## src/rtl/uart_tx_sched.sv

```systemverilog
// rtl/uart_tx_sched.sv - round-robin scheduler sharing one uart_tx among several word sources
module uart_tx_sched #(
  parameter int NUM_REQ      = 4,
  parameter int WIDTH        = 18,
  parameter int BUSY_TIMEOUT = 4,
  localparam int PTR_W       = $clog2(NUM_REQ)
) (
  input  logic                     txclk,
  input  logic                     reset_n,
  input  logic [NUM_REQ-1:0]       req_valid,
  input  logic [NUM_REQ*WIDTH-1:0] req_data,
  input  logic [NUM_REQ-1:0]       req_enable,
  output logic [NUM_REQ-1:0]       req_ready,
  output logic [WIDTH-1:0]         tx_data,
  output logic                     ld_tx_data,
  input  logic                     tx_busy,
  output logic [PTR_W-1:0]         grant_id,
  output logic                     active,
  output logic                     timeout_err,
  input  logic                     clear_err
);

  typedef enum logic [1:0] {
    IDLE      = 2'd0,
    LOAD      = 2'd1,
    WAIT_BUSY = 2'd2,
    WAIT_DONE = 2'd3
  } state_t;

  localparam logic [3:0] TO_LIM = 4'(BUSY_TIMEOUT);

  state_t             state_q, state_d;
  logic [PTR_W-1:0]   ptr_q, ptr_d;
  logic [PTR_W-1:0]   grant_q, grant_d;
  logic [WIDTH-1:0]   tx_data_q, tx_data_d;
  logic               ld_q, ld_d;
  logic [3:0]         cnt_q, cnt_d;
  logic               err_q, err_d;

  logic [NUM_REQ-1:0] eligible;
  logic [WIDTH-1:0]   words [NUM_REQ];
  logic [PTR_W-1:0]   win_id;
  logic               win_found;
  logic               timeout_hit;

  assign eligible = req_valid & req_enable;

  for (genvar i = 0; i < NUM_REQ; i++) begin : g_unpack
    assign words[i] = req_data[i*WIDTH +: WIDTH];
  end

  // Round-robin search starting just after the last granted requester.
  always_comb begin
    int idx;
    win_found = 1'b0;
    win_id    = '0;
    idx       = 0;
    for (int k = 1; k <= NUM_REQ; k++) begin
      idx = int'(ptr_q) + k;
      if (idx >= NUM_REQ) begin
        idx = idx - NUM_REQ;
      end
      if (!win_found && eligible[idx]) begin
        win_found = 1'b1;
        win_id    = PTR_W'(idx);
      end
    end
  end

  // Next-state, handshake and busy-timeout sequencing for one frame at a time.
  always_comb begin
    state_d     = state_q;
    ptr_d       = ptr_q;
    grant_d     = grant_q;
    tx_data_d   = tx_data_q;
    ld_d        = 1'b0;
    cnt_d       = cnt_q;
    err_d       = err_q;
    req_ready   = '0;
    timeout_hit = 1'b0;

    unique case (state_q)
      IDLE: begin
        if (win_found && !tx_busy) begin
          req_ready[win_id] = 1'b1;
          tx_data_d         = words[win_id];
          grant_d           = win_id;
          ptr_d             = win_id;
          ld_d              = 1'b1;
          state_d           = LOAD;
        end
      end
      LOAD: begin
        cnt_d   = '0;
        state_d = WAIT_BUSY;
      end
      WAIT_BUSY: begin
        if (tx_busy) begin
          state_d = WAIT_DONE;
        end else begin
          cnt_d = cnt_q + 4'd1;
          if (cnt_d == TO_LIM) begin
            // Serializer never acknowledged: drop the word, pointer stays put.
            timeout_hit = 1'b1;
            state_d     = IDLE;
          end
        end
      end
      WAIT_DONE: begin
        if (!tx_busy) begin
          state_d = IDLE;
        end
      end
      default: state_d = IDLE;
    endcase

    // A timeout on the same edge as a clear must leave the flag set.
    if (clear_err) begin
      err_d = 1'b0;
    end
    if (timeout_hit) begin
      err_d = 1'b1;
    end
  end

  // State and output registers with synchronous active-low reset.
  always_ff @(posedge txclk) begin
    if (!reset_n) begin
      state_q   <= IDLE;
      ptr_q     <= PTR_W'(NUM_REQ - 1);
      grant_q   <= '0;
      tx_data_q <= '0;
      ld_q      <= 1'b0;
      cnt_q     <= '0;
      err_q     <= 1'b0;
    end else begin
      state_q   <= state_d;
      ptr_q     <= ptr_d;
      grant_q   <= grant_d;
      tx_data_q <= tx_data_d;
      ld_q      <= ld_d;
      cnt_q     <= cnt_d;
      err_q     <= err_d;
    end
  end

  assign tx_data     = tx_data_q;
  assign ld_tx_data  = ld_q;
  assign grant_id    = grant_q;
  assign active      = (state_q != IDLE);
  assign timeout_err = err_q;

endmodule

```

## config.mk

```make
export PLATFORM = sky130hd
export DESIGN_NAME = uart_tx_sched
export DESIGN_NICKNAME = d
export VERILOG_FILES = /design/src/rtl/uart_tx_sched.sv
export SDC_FILE = /design/constraint.sdc
export NUM_CORES = 1
export LEC_CHECK = 0
export BUFFER_PORTS_ARGS = -buffer_cell sky130_fd_sc_hd__buf_2
export CAP_MARGIN = 20
export CORE_ASPECT_RATIO = 0.8
export CORE_MARGIN = 1
export CORE_UTILIZATION = 39
export DETAILED_ROUTE_END_ITERATION = 8
export MAX_ROUTING_LAYER = met4
export PLACE_DENSITY_LB_ADDON = 0.2
export SYNTH_ARGS = -nofsm -noshare
export SYNTH_HDL_FRONTEND = slang
export SYNTH_SLANG_ARGS = --single-unit
```

## constraint.sdc

```tcl
create_clock -name txclk -period 1.8 [get_ports txclk]
set_input_delay 0.09 -clock txclk [delete_from_list [all_inputs] [get_ports txclk]]
set_output_delay 0.09 -clock txclk [all_outputs]
set_load 0.02 [all_outputs]
```

==> impl_metrics.ini <==
[power_and_ir_drop]
seqPwrFrac_pct = 34.6
combinationalPowerShare_pct = 35.8
leakage_nw = 1.46
vdd_drop_max_uv = 400
p_sw_share_pct = 33.4
fin_total_pwr_w = 0.00221
clockPowerShare_pct = 29.6
power.density_mw_per_mm2 = 747
intPower_w = 0.00147
netSwitchingPower_w = 0.000736

[clocking]
numCtsBuffers = 5
cts.sink_count = 30
clock-root-buffer = clkbuf_8
cts_max_path_buffers = 2
clk_pin_slew_worst_paths_ns = 0.06
clock_latency_ns = 0.29
cts_tree = done
htree_levels = 2

[synth]
synth_nets = 313
yosysTopAreaCellShare_pct = 32.2
yosysMostFrequentCell = dfxtp_1
yosys.area.top_type = dfxtp_1
synth_cells = 228
synth_edf_count = 0
ys_ff_latch = 30
synth_area_per_cell_sq_um = 8.18
synth_area_leaders = dfxtp_1 (32%), mux2i_1 (10%), a221oi_1 (8.0%), a211oi_1 (7.2%), o21ai_0 (5.6%)
synthTopCellsByCount = dfxtp_1 (30), nand2_1 (27), nor2_1 (26), o21ai_0 (21), mux2i_1 (19)
netlist_area_sq_mm = 0.00186
ys_dominant_reg_cell = dfxtp_1
yosysWarnings = 0
synthArstFlopShare_pct = 0
seq_area_frac_synth_pct = 32.2
synth_cell_type_count = 39

[place]
port_buffers = 110
dp_hpwl_mm = 4.17
gp_congestion = 0.890
dpl_cell_area_sq_mm = 0.00256
post-place-ws_ns = -0.0842

[critical_path]
crit_fanout = 7
critPathKind = flip-flop to output port
slowest_stage = or4_4
required_ns = 1.71
start_kind = flip-flop
crit_family = simple AND/OR/NAND/NOR gates
cp_cell_sequence = and3_4 > a211oi_4 > or4_4 > and2_4 > buf_6
critPathBufInv = 1
end_kind = output port
arrival_ns = 1.79
critPathMaxStageDelay_ns = 0.59

[global_routing]
grt_pass1_wl_mm = 9.66
grtUsageTotal_pct = 25.3
overflow = 0
grt_max_degree = 31
grt_pass1_vias = 2101
grt_antenna_before_repair = 0

[final_layout]
antenna_cells = 0
syn2layout_area_growth_pct = 58.4
drive_above_1_share_pct = 50.7
final_cell_area_sq_mm = 0.00295
fin_nets = 441

[route]
drt-total-wl_mm = 6.17
via_per_inst = 5.46
drt_first_pass_iters = 4
wl_per_cell_microns = 14.8
vias = 2275
drc = 0
drtIter0Drc = 75
ant_nets = 0

[timing]
final.setup_skew_ns = 0.00754
rsz0062_at_grt = true
worst_pin_slew_ns = 0.809
holdWs_ns = 0.119
fin_ws_ns = -0.0790
finalSetupTns_ns = -0.276
period_share_pct = 104
setup_violations = 10
max_freq_mhz = 532
fin_crit_ns = 1.88
slew_headroom_pct = 46.1
hold_viol = 0
slew_viol_final = 0

[floorplan]
die_area_sq_mm = 0.00506
start_util_pct = 40.6
row_count = 22
die_y_microns = 63.8
core_area_sq_mm = 0.00460
io_pins = 111
die_w_microns = 79.3

[status]
violations = negative setup slack
outcome = complete, but fails checks

[job]
maxCapViolations = 0

[worst_hold_path]
hold_class = input port to flip-flop
==> placed cells by master, fill, tap and decap left out, drive strengths merged, types with 3 or more instances in the layout <==
cell type,instances
buf,138
nand2,27
mux2i,19
a22oi,3
nor2b,5
inv,3
dfxtp,30
a21oi,6
nor3,3
a221oi,19
o21ai,21
nor2,26
clkbuf,8
a211oi,19
and2,5
==> registers in the layout, indices dropped and copies added (netlist names) <==
signal	count
ld_tx_data	1
tx_data	18
cnt_q	4
timeout_err	1
grant_id	2
ptr_q	2
state_q	2
==> worst register-to-register path, cell delays in order (launching register included) <==
cell,delay (ns)
dfxtp_2,0.34
and3_4,0.22
a211oi_4,0.06
or4_4,0.59
buf_4,0.19
a221oi_2,0.26
a211oi_1,0.07
==> metrics by stage <==
stage          util (%)  std cells
6_report           64.2        417
5_1_grt            64.2        417
4_1_cts            62.2        416
3_5_place_dp       55.7        397
3_3_place_gp       55.7        397
2_1_floorplan         -        228
==> metal layers <==
metal	wire length [microns]	global-route usage [%]	vias up
met5	0	-	-
met2	2820	39.4	92
met1	2870	33.0	1061
met4	69	6.36	0
met3	407	5.71	7
li1	-	-	1115
==> kinds of logic (layout without fill, tap and decap cells) <==
kind of cell / count (synthesis) / after routing / synth area share, %
AO/OA/AOI/OAI: 79 / 79 / 30.9
adder cells (fa/ha/maj): 1 / 1 / 0.671
buffers and inverters: 21 / 149 / 5.57
flip-flops: 30 / 30 / 32.2
multiplexers: 19 / 19 / 10.2
AND/OR/NAND/NOR: 78 / 79 / 20.5
==> cell type report <==
type	count	area, sq um
timing repair buffer	138	830
fill	413	1640
clock buffer	8	110
sequential	30	603
tap	60	75.1
inverter	3	11.3
multi-input combinational	178	1320
==> worst paths after layout <==
check | startpoint | endpoint | slack [ns] | depth (start not counted)
worst max-delay path | ptr_q[1]$_SDFFE_PN1P_ | req_ready[1] | -0.08 | 5
worst min-delay path | clear_err | timeout_err$_SDFFE_PN0P_ | 0.12 | 3
worst max register to register | ptr_q[1]$_SDFFE_PN1P_ | tx_data[13]$_SDFFE_PN0P_ | -0.04 | 6
worst min register to register | grant_id[1]$_SDFFE_PN0P_ | grant_id[1]$_SDFFE_PN0P_ | 0.49 | 2
==> power by group through the flow <==
stage	combinational (W)	clock (W)	sequential, W
after floorplan	0.000328	0	0.000836
after global placement	0.000651	0	0.000772
after detailed placement	0.000656	0	0.000775
after CTS	0.000744	0.000656	0.000762
after global routing	0.000850	0.000692	0.000769
final	0.000789	0.000654	0.000764
==> timing repair <==
item                       4_1_cts  5_1_grt
setup endpoints to repair       22       22
cloned                           1        0
hold buffers                     0        0
gates resized for setup         26       17
buffers inserted                10        1
pin swaps                       11       16
Note: power is estimated with default switching activity, not from simulation.
